<file path="src/rtl/pipe_pkg.sv">
// Shared pipeline package: default datapath widths and the write-back bundle layout.
// The MEM/WB and EX/MEM registers store their bundles in the same packed order:
// valid, rd, reg_write, mem_to_reg, halt, then the data fields.
// wb_bundle_t is that layout at the default widths. Parameterised users declare
// their own struct with the same field order.
package pipe_pkg;

    localparam int PIPE_DATA_W = 16;
    localparam int PIPE_REG_AW = 4;
    localparam int PIPE_PC_W   = 16;
    localparam int PIPE_CNT_W  = 16;

    typedef struct packed {
        logic                   valid;
        logic [PIPE_REG_AW-1:0] rd;
        logic                   regWrite;
        logic                   memToReg;
        logic                   halt;
        logic [PIPE_DATA_W-1:0] memData;
        logic [PIPE_DATA_W-1:0] aluResult;
        logic [PIPE_PC_W-1:0]   pcNext;
    } wb_bundle_t;

endpackage

</file>
<file path="src/rtl/sat_counter.sv">
// Saturating up-counter.
// Ports:
//   clk   in   clock, posedge
//   clr   in   synchronous clear (highest priority)
//   inc   in   add one this edge unless the counter is already at its maximum
//   count out  current value, sticks at 2^CNT_W-1
module sat_counter #(
    parameter int CNT_W = 16
) (
    input  logic             clk,
    input  logic             clr,
    input  logic             inc,
    output logic [CNT_W-1:0] count
);

    localparam logic [CNT_W-1:0] CNT_MAX = '1;

    always_ff @(posedge clk) begin
        if (clr) begin
            count <= '0;
        end else if (inc && (count != CNT_MAX)) begin
            count <= count + 1'b1;
        end
    end

endmodule

</file>
<file path="src/rtl/memwb_pipe_reg.sv">
// MEM/WB pipeline register with valid bit, stall, flush, halt freeze and
// saturating retire/bubble counters.
// Ports:
//   clk, rst                 clock and synchronous active-high reset
//   wen, flush               1 = advance / insert a bubble this edge
//   d_*                      incoming write-back bundle from the memory stage
//   q_valid, q_rd            registered valid bit and destination register
//   q_reg_write              register-file write strobe, masked while halted
//   q_wb_data                mem_to_reg ? mem_data : alu_result (combinational)
//   q_halt, q_pc_next        registered qualified halt and next PC
//   halted                   sticky, set once a valid HLT sits in this stage
//   retire_cnt, bubble_cnt   saturating counts of captured instructions / bubbles
//
// Handshake: wen=1 captures the d_* bundle at the edge (1-cycle latency);
// wen=0 holds. flush=1 loads a bubble regardless of wen. Once halted is set,
// nothing but rst changes any state.
module memwb_pipe_reg
    import pipe_pkg::*;
#(
    parameter int DATA_W = PIPE_DATA_W,
    parameter int REG_AW = PIPE_REG_AW,
    parameter int PC_W   = PIPE_PC_W,
    parameter int CNT_W  = PIPE_CNT_W
) (
    input  logic              clk,
    input  logic              rst,
    input  logic              wen,
    input  logic              flush,
    input  logic              d_valid,
    input  logic [DATA_W-1:0] d_mem_data,
    input  logic [DATA_W-1:0] d_alu_result,
    input  logic [REG_AW-1:0] d_rd,
    input  logic              d_reg_write,
    input  logic              d_mem_to_reg,
    input  logic              d_halt,
    input  logic [PC_W-1:0]   d_pc_next,
    output logic              q_valid,
    output logic [REG_AW-1:0] q_rd,
    output logic              q_reg_write,
    output logic [DATA_W-1:0] q_wb_data,
    output logic              q_halt,
    output logic [PC_W-1:0]   q_pc_next,
    output logic              halted,
    output logic [CNT_W-1:0]  retire_cnt,
    output logic [CNT_W-1:0]  bubble_cnt
);

    // Same field order as pipe_pkg::wb_bundle_t, at this instance's widths.
    typedef struct packed {
        logic              valid;
        logic [REG_AW-1:0] rd;
        logic              regWrite;
        logic              memToReg;
        logic              halt;
        logic [DATA_W-1:0] memData;
        logic [DATA_W-1:0] aluResult;
        logic [PC_W-1:0]   pcNext;
    } bundle_t;

    bundle_t bundleQ;
    bundle_t bundleD;
    logic    captureEn;
    logic    flushEn;
    logic    retireInc;
    logic    bubbleInc;

    always_comb begin
        bundleD           = '0;
        bundleD.valid     = d_valid;
        bundleD.rd        = d_rd;
        // Strobes are qualified on capture so a bubble can never write or halt.
        bundleD.regWrite  = d_reg_write & d_valid;
        bundleD.memToReg  = d_mem_to_reg;
        bundleD.halt      = d_halt & d_valid;
        bundleD.memData   = d_mem_data;
        bundleD.aluResult = d_alu_result;
        bundleD.pcNext    = d_pc_next;
    end

    // Freeze dominates flush, flush dominates the stall.
    always_comb begin
        flushEn   = ~halted & flush;
        captureEn = ~halted & ~flush & wen;
        retireInc = captureEn & d_valid;
        bubbleInc = flushEn | (captureEn & ~d_valid);
    end

    always_ff @(posedge clk) begin
        if (rst) begin
            bundleQ <= '0;
            halted  <= 1'b0;
        end else if (!halted) begin
            // The HLT already in the stage arms the freeze on this edge;
            // the edge itself still follows the normal flush/capture rules.
            if (bundleQ.valid && bundleQ.halt) begin
                halted <= 1'b1;
            end
            if (flushEn) begin
                bundleQ <= '0;
            end else if (captureEn) begin
                bundleQ <= bundleD;
            end
        end
    end

    always_comb begin
        q_valid     = bundleQ.valid;
        q_rd        = bundleQ.rd;
        q_reg_write = bundleQ.regWrite & ~halted;
        q_wb_data   = bundleQ.memToReg ? bundleQ.memData : bundleQ.aluResult;
        q_halt      = bundleQ.halt;
        q_pc_next   = bundleQ.pcNext;
    end

    sat_counter #(.CNT_W(CNT_W)) u_retire_cnt (
        .clk   (clk),
        .clr   (rst),
        .inc   (retireInc),
        .count (retire_cnt)
    );

    sat_counter #(.CNT_W(CNT_W)) u_bubble_cnt (
        .clk   (clk),
        .clr   (rst),
        .inc   (bubbleInc),
        .count (bubble_cnt)
    );

endmodule
</file>
<file path="config.mk">
export PLATFORM = sky130hd
export DESIGN_NAME = memwb_pipe_reg
export DESIGN_NICKNAME = d
export VERILOG_FILES = /design/src/rtl/pipe_pkg.sv /design/src/rtl/sat_counter.sv /design/src/rtl/memwb_pipe_reg.sv
export SDC_FILE = /design/constraint.sdc
export NUM_CORES = 1
export LEC_CHECK = 0
export ABC_AREA = 0
export CAP_MARGIN = 20
export CORE_MARGIN = 2
export CORE_UTILIZATION = 35
export DETAILED_ROUTE_END_ITERATION = 10
export GPL_TIMING_DRIVEN = 0
export PLACE_DENSITY_LB_ADDON = 0.2
export SLEW_MARGIN = 0
export SYNTH_ARGS = -nofsm -noshare
export SYNTH_HDL_FRONTEND = slang
export SYNTH_SLANG_ARGS = --single-unit
</file>
<file path="constraint.sdc">
create_clock -name clk -period 1.9 [get_ports clk]
set_clock_uncertainty 0.15 [all_clocks]
set_input_delay 0.38 -clock clk [delete_from_list [all_inputs] [get_ports clk]]
set_output_delay 0.38 -clock clk [all_outputs]
set_load 0.1 [all_outputs]
</file>
# ---- Word-level counts from Yosys, hierarchy flattened
# Index checks and enable logic that the tools add are counted.
dict set report totals {
  out_inout_bits 72
  regBits 89
  input_bits 60
}
dict set report classes {
  n_mux 5
  n_reduce_logical 5
  n_eq_ne 2
  bitwise 12
  n_addsub 2
}
# op count
set ops {}
lappend ops {{2-to-1 mux 56 bit} 2}
lappend ops {{adder 16 x 1 -> 16 bit, second input constant} 2}
lappend ops {{!= test 16 bit, second input constant} 2}
lappend ops {{2-to-1 mux 16 bit} 1}
lappend ops {{AND 1 bit} 8}
lappend ops {{logical AND 1 bit} 3}
lappend ops {{NOT 1 bit} 3}
lappend ops {{2-to-1 mux 1 bit} 2}
lappend ops {{AND reduction 2 bit} 1}
lappend ops {{nonzero test 2 bit} 1}
lappend ops {{OR 1 bit} 1}

# ---- Longest topological paths before layout
# Gate-level depths: netlist of the first run.
dict set report logic_depth {
  depth_word 6
  mapped_depth 6
}

# ---- By module
# A second synthesis of the first run with hierarchy kept.
dict set report hier_totals {
  hier_cells 380
  hier_area_um2 3955.0
}
# module instances seq_area_each_um2 area_per_inst_um2 cells_per_inst
set by_module_without_submodules {}
lappend by_module_without_submodules {memwb_pipe_reg 1 1141.1 2258.4 182}
lappend by_module_without_submodules {sat_counter 2 320.3 848.3 99}

# ---- Least setup slack after synthesis of the first run
# No wires, ideal clock.
dict set report synth_path {
  kind {register to register}
  start {register u_retire_cnt.count[0]}
  end {register u_retire_cnt.count[14]}
  setup_slack_ns -0.871
  path_buffers 1
  synth_period_minus_slack_ns 2.771
  path_stages_with_launch 7
  arrival_ns 2.506
  required_ns 1.635
  cell_sequence {dfxtp_1 -> ha_1 -> nand4_1 -> nor4_1 -> buf_2 -> nor4_1 -> o21ba_2}
}
dict set report synth_via {
  elab_chain_cells 2
  word_cells_on_any_way 3
  cone_classes {1 x add/sub; 1 x eq/ne; 1 x reduce/logical}
}
# item line_no
set synth_lines {}
lappend synth_lines {{start: declaration} sat_counter.sv:13} ;# output logic [CNT_W-1:0] count
lappend synth_lines {{start signal: assignment} sat_counter.sv:22} ;# count <= count + 1'b1;
lappend synth_lines {{branches (longest 2 deep; another with adder 16 x 1 -> 16 bit)} n/a}
# Several ways; the timed one is not identified.
# A chain may end at the register's enable or synchronous reset.

# ---- Final worst setup path of the first run
dict set report layout_path {
  start {register bundleQ[49] (netlist bit)}
  end {output q_wb_data[8]}
}
dict set report layout_via {
  elab_chain_cells 1
}
# item line_no
set layout_lines {}
lappend layout_lines {{start: declaration} memwb_pipe_reg.sv:60} ;# bundle_t bundleQ;
lappend layout_lines {{start signal: assignment} memwb_pipe_reg.sv:101} ;# bundleQ <= bundleD;
lappend layout_lines {{2-to-1 mux 16 bit} memwb_pipe_reg.sv:110} ;# q_wb_data = bundleQ.memToReg ? bundleQ.memData : bundleQ.aluResult;
lappend layout_lines {{end: declaration} memwb_pipe_reg.sv:40} ;# output logic [DATA_W-1:0] q_wb_data,
# Every way passes these cells.

==> results.md, run 1 <==
- Wire length of the first global-routing pass: around 19 mm
- Violated checks: negative setup slack
- Root buf cell: sky130_fd_sc_hd__clkbuf_16
- Syn-to-layout area delta: 61.6%
- Max FO, Critical Path: 9
- Half-perimeter wire length after detailed placement: 8.20 mm
- Max-slew headroom at the worst pin: 0.589
- Hold Vio Cnt, Final: 0
- Combinational share of power: 0.163
- Post-synthesis cell type count: 46
- Layer with the highest usage: met2
- Drt pass-1 iters: 4
- Sequential cell area in the final layout: roughly 1900 µm²
- Sw Pwr: between 1 and 1.5 mW
- Minimum clock period after layout: 1.95 ns
- Netlist Area Pre-Place: about 4000 µm²
- Number of instances in the placed design: a little over 700
- Initial antenna violation count: 0
- Initial core utilization: 0.363
- Class of the tightest hold or removal check: register to register
- Utilization after layout: 0.587
- Transition time of the tightest slew-check pin: about 0.6 ns
- # H-tree levels: 3
- Final weighted congestion in routability-driven placement: about 0.81
- Final standard cell count with taps included and fillers excluded: 741
- Pin count of the biggest net entering global routing: 16
- Die Height: 111 µm
- CORE AREA: 10900 µm²
- Met1 GRT Util: 0.222
- Number of buffers added by the clock tree synthesis step: 9
- Buffers on Ports: 131
- Ratio of cells with drive above 1 in the final layout: 0.373
- Cts hold-fix bufs: 0
- Count of pins on the block boundary: about 130
- Vias in the first global route: between 3000 and 4000
- Timing-limited maximum frequency: between 500 and 600 MHz
- Worst IR Drop VDD: about 0.00049 V
- Setup violation total in the final timing report: 9
- Worst Setup Path Type: register to primary output
- # diodes: 0
- Primary flip-flop cell chosen by synthesis mapping: sky130_fd_sc_hd__dfxtp_1
- Post-detailed-routing wire length: roughly 12 mm
- Sequential share of power: 0.435
- GRT met3 Usage: 0.0768
- Post-synthesis average cell area: between 9 and 10 µm²
- Share of flip-flops with an asynchronous set or reset: 0
- Filler cells: slightly below 1000
- Total Nets Final: 658
- Data required time at the worst endpoint: about 1.4 ns
- Post-Syn Nets: 500
- Clock tree from TritonCTS: done
- EDFF count, synth: 0
- Clock power frac: 0.402
- Commonest cells after routing, fill and taps aside: sky130_fd_sc_hd__nor2_1 (67), sky130_fd_sc_hd__a22oi_1 (55), sky130_fd_sc_hd__dfxtp_1 (55), sky130_fd_sc_hd__clkdlybuf4s50_1 (55), sky130_fd_sc_hd__clkdlybuf4s15_2 (49)
- Total number of placement rows: 38
- WP data arrival: approximately 1.4 ns
- Initial drt markers: 140
- Endpoint type of the worst setup path: primary output
- Result of the run: complete, but fails checks
- Nature of the critical path startpoint: register
- Hold Worst Slack: between 0.3 and 0.4 ns
- Leading cell type in the layout, fill and taps excluded: sky130_fd_sc_hd__nor2_1
- Avg WL per Cell: 16.0 µm
- CTS Sinks: 89
- Die Area: around 12000 µm²
- Via count of the routed design: 3916
- Switching Share: 0.278
- Buffer depth of the longest clock path: 2
- RSZ-0062 raised after global routing: true
- Multi-input logic area: ~2100 µm²
- Antenna-violating nets left: 0
- Number of instances in the synthesized netlist: between 400 and 500
- Global routing usage on met2: 0.314
- Internal Pwr Total: 3.16 mW
- Fin. max-slew vios: 0
- Detailed-route DRC error count: 0
- Part of the Yosys area used for sequential elements: 0.449
- Yosys warning count: 0
- Cell Pwr Density: about 700 nW/µm²
- Global Route Usage Sum: 0.186
- Final total power: around 4.4 mW
- Clock-pin slew of the registers on the worst-case setup and hold paths: around 0.070 ns
- Horizontal die dimension: between 100 and 150 µm
- Maxcap violations: 0
- Post-synthesis register bit count: between 80 and 90
- Overflow left after global routing: 0
- Clk Latency, worst-skew pair: about 0.33 ns
- Final total negative setup slack: -0.327 ns
- Drt via density: approximately 5.3
- Total leakage power: 2.33 nW
- Worst setup margin: -0.0462 ns
- Share of the clock period used by the worst path: 1.02
## registers in the layout, summed over array words and instances, names as in the netlist
register / flops
halted: 1
q_pc_next: 16
u_retire_cnt.count: 16
q_rd: 4
q_valid: 1
q_halt: 1
u_bubble_cnt.count: 16
bundleQ: 34
## Yosys cell counts, types with 2 or more instances
| master | count | share of area |
|---|---|---|
| sky130_fd_sc_hd__a22oi_1 | 55 | 0.10 |
| sky130_fd_sc_hd__buf_2 | 3 | 0.0038 |
| sky130_fd_sc_hd__a211oi_1 | 2 | 0.0038 |
| sky130_fd_sc_hd__inv_1 | 7 | 0.0066 |
| sky130_fd_sc_hd__nand4_1 | 11 | 0.017 |
| sky130_fd_sc_hd__o21ai_0 | 12 | 0.015 |
| sky130_fd_sc_hd__o31ai_1 | 11 | 0.021 |
| sky130_fd_sc_hd__nand2_1 | 12 | 0.011 |
| sky130_fd_sc_hd__buf_1 | 5 | 0.0047 |
| sky130_fd_sc_hd__a21oi_1 | 25 | 0.032 |
| sky130_fd_sc_hd__or4_1 | 12 | 0.023 |
| sky130_fd_sc_hd__buf_4 | 20 | 0.038 |
| sky130_fd_sc_hd__dfxtp_1 | 89 | 0.45 |
| sky130_fd_sc_hd__nor2b_1 | 5 | 0.0079 |
| sky130_fd_sc_hd__clkbuf_1 | 18 | 0.017 |
| sky130_fd_sc_hd__nand2b_1 | 3 | 0.0047 |
| sky130_fd_sc_hd__nor3_1 | 5 | 0.0063 |
| sky130_fd_sc_hd__a311oi_1 | 3 | 0.0066 |
| sky130_fd_sc_hd__a31oi_1 | 2 | 0.0032 |
| sky130_fd_sc_hd__ha_1 | 2 | 0.0063 |
| sky130_fd_sc_hd__o31a_1 | 2 | 0.0044 |
| sky130_fd_sc_hd__nor2_1 | 67 | 0.063 |
| sky130_fd_sc_hd__and4_1 | 3 | 0.0066 |
| sky130_fd_sc_hd__or2_2 | 2 | 0.0032 |
| sky130_fd_sc_hd__mux2_2 | 19 | 0.054 |
| sky130_fd_sc_hd__or3_1 | 9 | 0.014 |
| sky130_fd_sc_hd__nor4_1 | 6 | 0.0095 |
| sky130_fd_sc_hd__and3_1 | 5 | 0.0079 |
| sky130_fd_sc_hd__nand3_1 | 6 | 0.0076 |
## worst max-delay path, cell delays in order, from the launching register on
cell and delay (ns):
sky130_fd_sc_hd__dfxtp_4 0.44, sky130_fd_sc_hd__buf_12 0.15, sky130_fd_sc_hd__mux2_4 0.32, sky130_fd_sc_hd__buf_12 0.17
## repair_timing
action                     4_1_cts  5_1_grt
setup endpoints to repair      157       58
gates resized for setup        313       39
cloned                           1        0
buffers inserted                 6       11
pin swaps                        5       10
## through the flow
| stage | worst slack [ns] | cell area [µm²] |
|---|---|---|
| after floorplan | -0.0923 | 4210 |
| after global placement | -0.977 | 5700 |
| after detailed placement | -0.983 | 5700 |
| after CTS | -0.0425 | 6230 |
| after global routing | -0.0855 | 6420 |
| final | -0.0462 | 6420 |
## routing by layer
| metal | part of all wire | routed length, µm |
|---|---|---|
| met5 | 0 | 0 |
| met2 | 0.49 | 5760 |
| met1 | 0.43 | 5050 |
| met4 | 0.0095 | 112 |
| met3 | 0.077 | 905 |
## logic make-up after synthesis
logic type,share of synthesized area
adders and majority gates,0.00630
and+or+nand+nor,0.206
buffers and inverters,0.0728
DFF,0.449
AOI/OAI and AO/OA,0.210
muxes,0.0564
## cell type report
cell class              instances  area share
repair buffers                149       0.252
plain buffers                  45      0.0456
multi-input cells             295       0.328
clock buffers                  12      0.0417
clock inverters                 4     0.00487
inverters                       7     0.00409
well taps                     140      0.0273
flip-flops and latches         89       0.297
## final timing paths
kind	startpoint	endpoint	slack, ns	cells past startpoint
worst max-delay path	bundleQ[49]	q_wb_data[8]	-0.05	3
worst min-delay path	u_bubble_cnt.count[8]	u_bubble_cnt.count[8]	0.34	1
worst max register to register	halted	u_retire_cnt.count[15]	0.02	5
worst min register to register	u_bubble_cnt.count[8]	u_bubble_cnt.count[8]	0.34	1
## power groups by stage
stage                     clock [mW]  combinational [mW]  sequential [mW]
after global placement             0               0.677             1.94
after detailed placement           0               0.682             1.95
after global routing            1.88               0.751             1.91
after floorplan                    0               0.388             1.99
final                           1.76               0.715             1.90
after CTS                       1.80               0.700             1.91
Power figures use the tool's default switching activity.
==> run 2: changes to the inputs <==
--- a/config.mk
+++ b/config.mk
@@ -12,7 +12,9 @@
 export DETAILED_ROUTE_END_ITERATION = 10
 export GPL_TIMING_DRIVEN = 0
 export PLACE_DENSITY_LB_ADDON = 0.2
+export REMOVE_ABC_BUFFERS = 1
 export SLEW_MARGIN = 0
 export SYNTH_ARGS = -nofsm -noshare
 export SYNTH_HDL_FRONTEND = slang
 export SYNTH_SLANG_ARGS = --single-unit
+export TNS_END_PERCENT = 50
==> run 2 against run 1 <==
  * The flow still finishes with violations (negative setup slack)
  * Sequential share of layout area shrank 0.49 points
  * Via count shrank 2.7%
  * Clock-buffer cell count shrank 2
  * Non-clock buffer count shrank 25
  * Worst setup slack lost 0.0094 ns
  * Total power grew 0.91%
  * Register-to-register slack is essentially flat
  * Sequential power grew 2%
  * Critical path depth grew 1
  * Routed wire length shrank 6.9%
  * Critical path type unchanged
  * Critical endpoint is now q_wb_data[3]
  * Highest routed layer unchanged
==> results.md, run 2 (synthesis gave the netlist of run 1 again) <==
- Nature of the critical path startpoint: register (unchanged)
- Number of buffers added by the clock tree synthesis step: 9 (unchanged)
- Drt pass-1 iters: 4 (unchanged)
- CORE AREA: 10900 µm² (unchanged)
- Start point of the worst min-delay path: u_bubble_cnt.count[8] (unchanged)
- Global Route Usage Sum: 0.172 (was 0.186)
- Number of instances in the placed design: 668 (was 709)
- CTS Sinks: 89 (unchanged)
- Initial drt markers: 140 (unchanged)
- CP startpoint: bundleQ[49] (unchanged)
- Worst hold path cell count: 1 (unchanged)
- Maxcap violations: 0 (unchanged)
- RSZ-0062 raised after global routing: true (unchanged)
- Via count of the routed design: 3810 (was 3916)
- Final standard cell count with taps included and fillers excluded: 717 (was 741)
- Buffers on Ports: 131 (unchanged)
- Count of buffer and inverter cells on the critical path: 3 (was 2)
- Max-slew headroom at the worst pin: 0.347 (was 0.589)
- Pin count of the biggest net entering global routing: 95 (was 16)
- Worst Hold Path EP: u_bubble_cnt.count[8] (unchanged)
- Worst IR Drop VDD: 0.000435 V (was 0.000485 V)
- Total leakage power: 2.28 nW (was 2.33 nW)
- Die Area: 12200 µm² (unchanged)
- Number of cells on the critical path: 4 (was 3)
- Minimum clock period after layout: 1.96 ns (was 1.95 ns)
- Setup violation total in the final timing report: 9 (unchanged)
- Total Nets Final: 634 (was 658)
- Share of the clock period used by the worst path: 1.03 (was 1.02)
- Clk Latency, worst-skew pair: 0.33 ns (about the same)
- Hold Worst Slack: 0.331 ns (was 0.337 ns)
- Cell Pwr Density: 708 nW/µm² (was 683 nW/µm²)
- # diodes: 0 (unchanged)
- Beginning of the worst register-to-register path: u_bubble_cnt.count[1] (was halted)
- Result of the run: complete, but fails checks (unchanged)
- Leading cell type in the layout, fill and taps excluded: sky130_fd_sc_hd__nor2_1 (unchanged)
- Clock tree from TritonCTS: done (unchanged)
- Class of the tightest hold or removal check: register to register (unchanged)
- Commonest cells after routing, fill and taps aside: sky130_fd_sc_hd__nor2_1 (67), sky130_fd_sc_hd__dfxtp_1 (66), sky130_fd_sc_hd__a22oi_1 (55), sky130_fd_sc_hd__clkdlybuf4s50_1 (55), sky130_fd_sc_hd__clkdlybuf4s15_2 (41) (was sky130_fd_sc_hd__nor2_1 (67), sky130_fd_sc_hd__a22oi_1 (55), sky130_fd_sc_hd__dfxtp_1 (55), sky130_fd_sc_hd__clkdlybuf4s50_1 (55), sky130_fd_sc_hd__clkdlybuf4s15_2 (49))
- # H-tree levels: 3 (unchanged)
- WP data arrival: 1.43 ns (was 1.42 ns)
- RR Endpoint: u_bubble_cnt.count[2] (was u_retire_cnt.count[15])
- Final weighted congestion in routability-driven placement: 0.821 (was 0.807)
- Wire length of the first global-routing pass: 17.8 mm (was 18.8 mm)
- Total number of placement rows: 38 (unchanged)
- Worst Setup Path Type: register to primary output (unchanged)
- Max FFs per register: 34 (unchanged)
- Drt via density: 5.31 (was 5.28)
- Endpoint type of the worst setup path: primary output (unchanged)
- Post-detailed-routing wire length: 11.0 mm (was 11.8 mm)
- Slowest-stage cell, CP: sky130_fd_sc_hd__dfxtp_4 (unchanged)
- Largest stage delay on the critical path: 0.36 ns (was 0.44 ns)
- Antenna-violating nets left: 0 (unchanged)
- Initial core utilization: 0.363 (unchanged)
- Detailed-route DRC error count: 0 (unchanged)
- Count of pins on the block boundary: 132 (unchanged)
- Kind of cell adding the most delay to the critical path: buffers and inverters (was flip-flops)
- Vias in the first global route: 3668 (was 3783)
- Clock-pin slew of the registers on the worst-case setup and hold paths: 0.07 ns (about the same)
- Die Height: 111 µm (unchanged)
- Hold Vio Cnt, Final: 0 (unchanged)
- Count of cells along the worst register-to-register path: 6 (was 5)
- Overflow left after global routing: 0 (unchanged)
- Max FO, Critical Path: 8 (was 9)
- Reg2Reg Setup Slack: 0.03 ns (was 0.02 ns)
- Buffer depth of the longest clock path: 2 (unchanged)
- Avg WL per Cell: 15.3 µm (was 16.0 µm)
- Root buf cell: sky130_fd_sc_hd__clkbuf_16 (unchanged)
- Data required time at the worst endpoint: 1.37 ns (about the same)
- Violated checks: negative setup slack (unchanged)
- Horizontal die dimension: 111 µm (unchanged)
- Worst setup margin: -0.0556 ns (was -0.0462 ns)
- Transition time of the tightest slew-check pin: 0.979 ns (was 0.616 ns)
- Ratio of cells with drive above 1 in the final layout: 0.359 (was 0.373)
- Biggest register: bundleQ (unchanged)
- Half-perimeter wire length after detailed placement: 6.97 mm (was 8.20 mm)
- Syn-to-layout area delta: 57.3% (was 61.6%)
- Initial antenna violation count: 0 (unchanged)
- Fin. max-slew vios: 0 (unchanged)
- Timing-limited maximum frequency: 511 MHz (was 514 MHz)
- Critical Path, Cell by Cell: buf_8, buf_6, mux2_4, buf_12 (was buf_12, mux2_4, buf_12)
-- run 2: worst reg2reg max path, delay by kind of cell (launching register included) --
kind | cells | cell delay, ns
flops | 1 | 0.39
fa+ha+maj | 1 | 0.15
compound gates | 1 | 0.05
simple gates | 3 | 0.74
buf+inv | 1 | 0.21
-- run 2: repair_timing --
item | 4_1_cts | 5_1_grt
gates cloned | 1 | 0
hold buffers | 0 | 0
resized for setup | 370 | 58
pin swaps | 7 | 27
buffers inserted | 15 | 17
setup endpoints to repair | 156 | 51
-- run 2: per-layer routing --
metal	GRT usage	part of all wire	vias to the layer above	wire [µm]
li1	-	-	1883	-
met1	0.220	0.44	1815	4840
met2	0.273	0.47	104	5180
met3	0.0697	0.082	8	903
met4	0.0375	0.0074	0	81
met5	0	0	-	0
-- run 2: worst max path at each step --
| stage | to | slack, ns |
|---|---|---|
| global placement | u_retire_cnt.count[3] | -5.92 |
| global route | q_wb_data[3] | -0.1 |
| floorplan | u_retire_cnt.count[3] | -3.47 |
| detailed placement | u_retire_cnt.count[3] | -1.16 |
| CTS | q_wb_data[2] | -0.06 |
| finish | q_wb_data[3] | -0.06 |
-- run 2: power breakdown --
part	internal [mW]	switching [mW]	leakage, nW	total, mW
sequential	1.91	0.0352	0.735	1.94
clock	1.03	0.750	0.139	1.78
combinational	0.278	0.428	1.40	0.706
total	3.21	1.21	2.28	4.42
-- run 2: stage by stage --
step	setup TNS, ns	setup slack, ns	area, µm²	util	total power, mW
6_report	-0.244	-0.0556	6250	0.571	4.42
3_5_place_dp	-78.00	-1.16	5300	0.484	2.63
4_1_cts	-0.606	-0.0605	5990	0.548	4.46
3_3_place_gp	-369.71	-5.92	5190	0.475	2.62
2_1_floorplan	-189.63	-3.47	3710	-	2.36
5_1_grt	-1.25	-0.0965	6250	0.571	4.61
-- run 2: area by class of cell --
| cell class | count | area [µm²] |
|---|---|---|
| clock inverters | 6 | 67.6 |
| well taps | 140 | 175 |
| repair buffers | 169 | 1760 |
| multi-input cells | 296 | 2170 |
| flip-flops and latches | 89 | 1830 |
| inverters | 7 | 26.3 |
| fillers | 966 | 4690 |
| clock buffers | 10 | 229 |
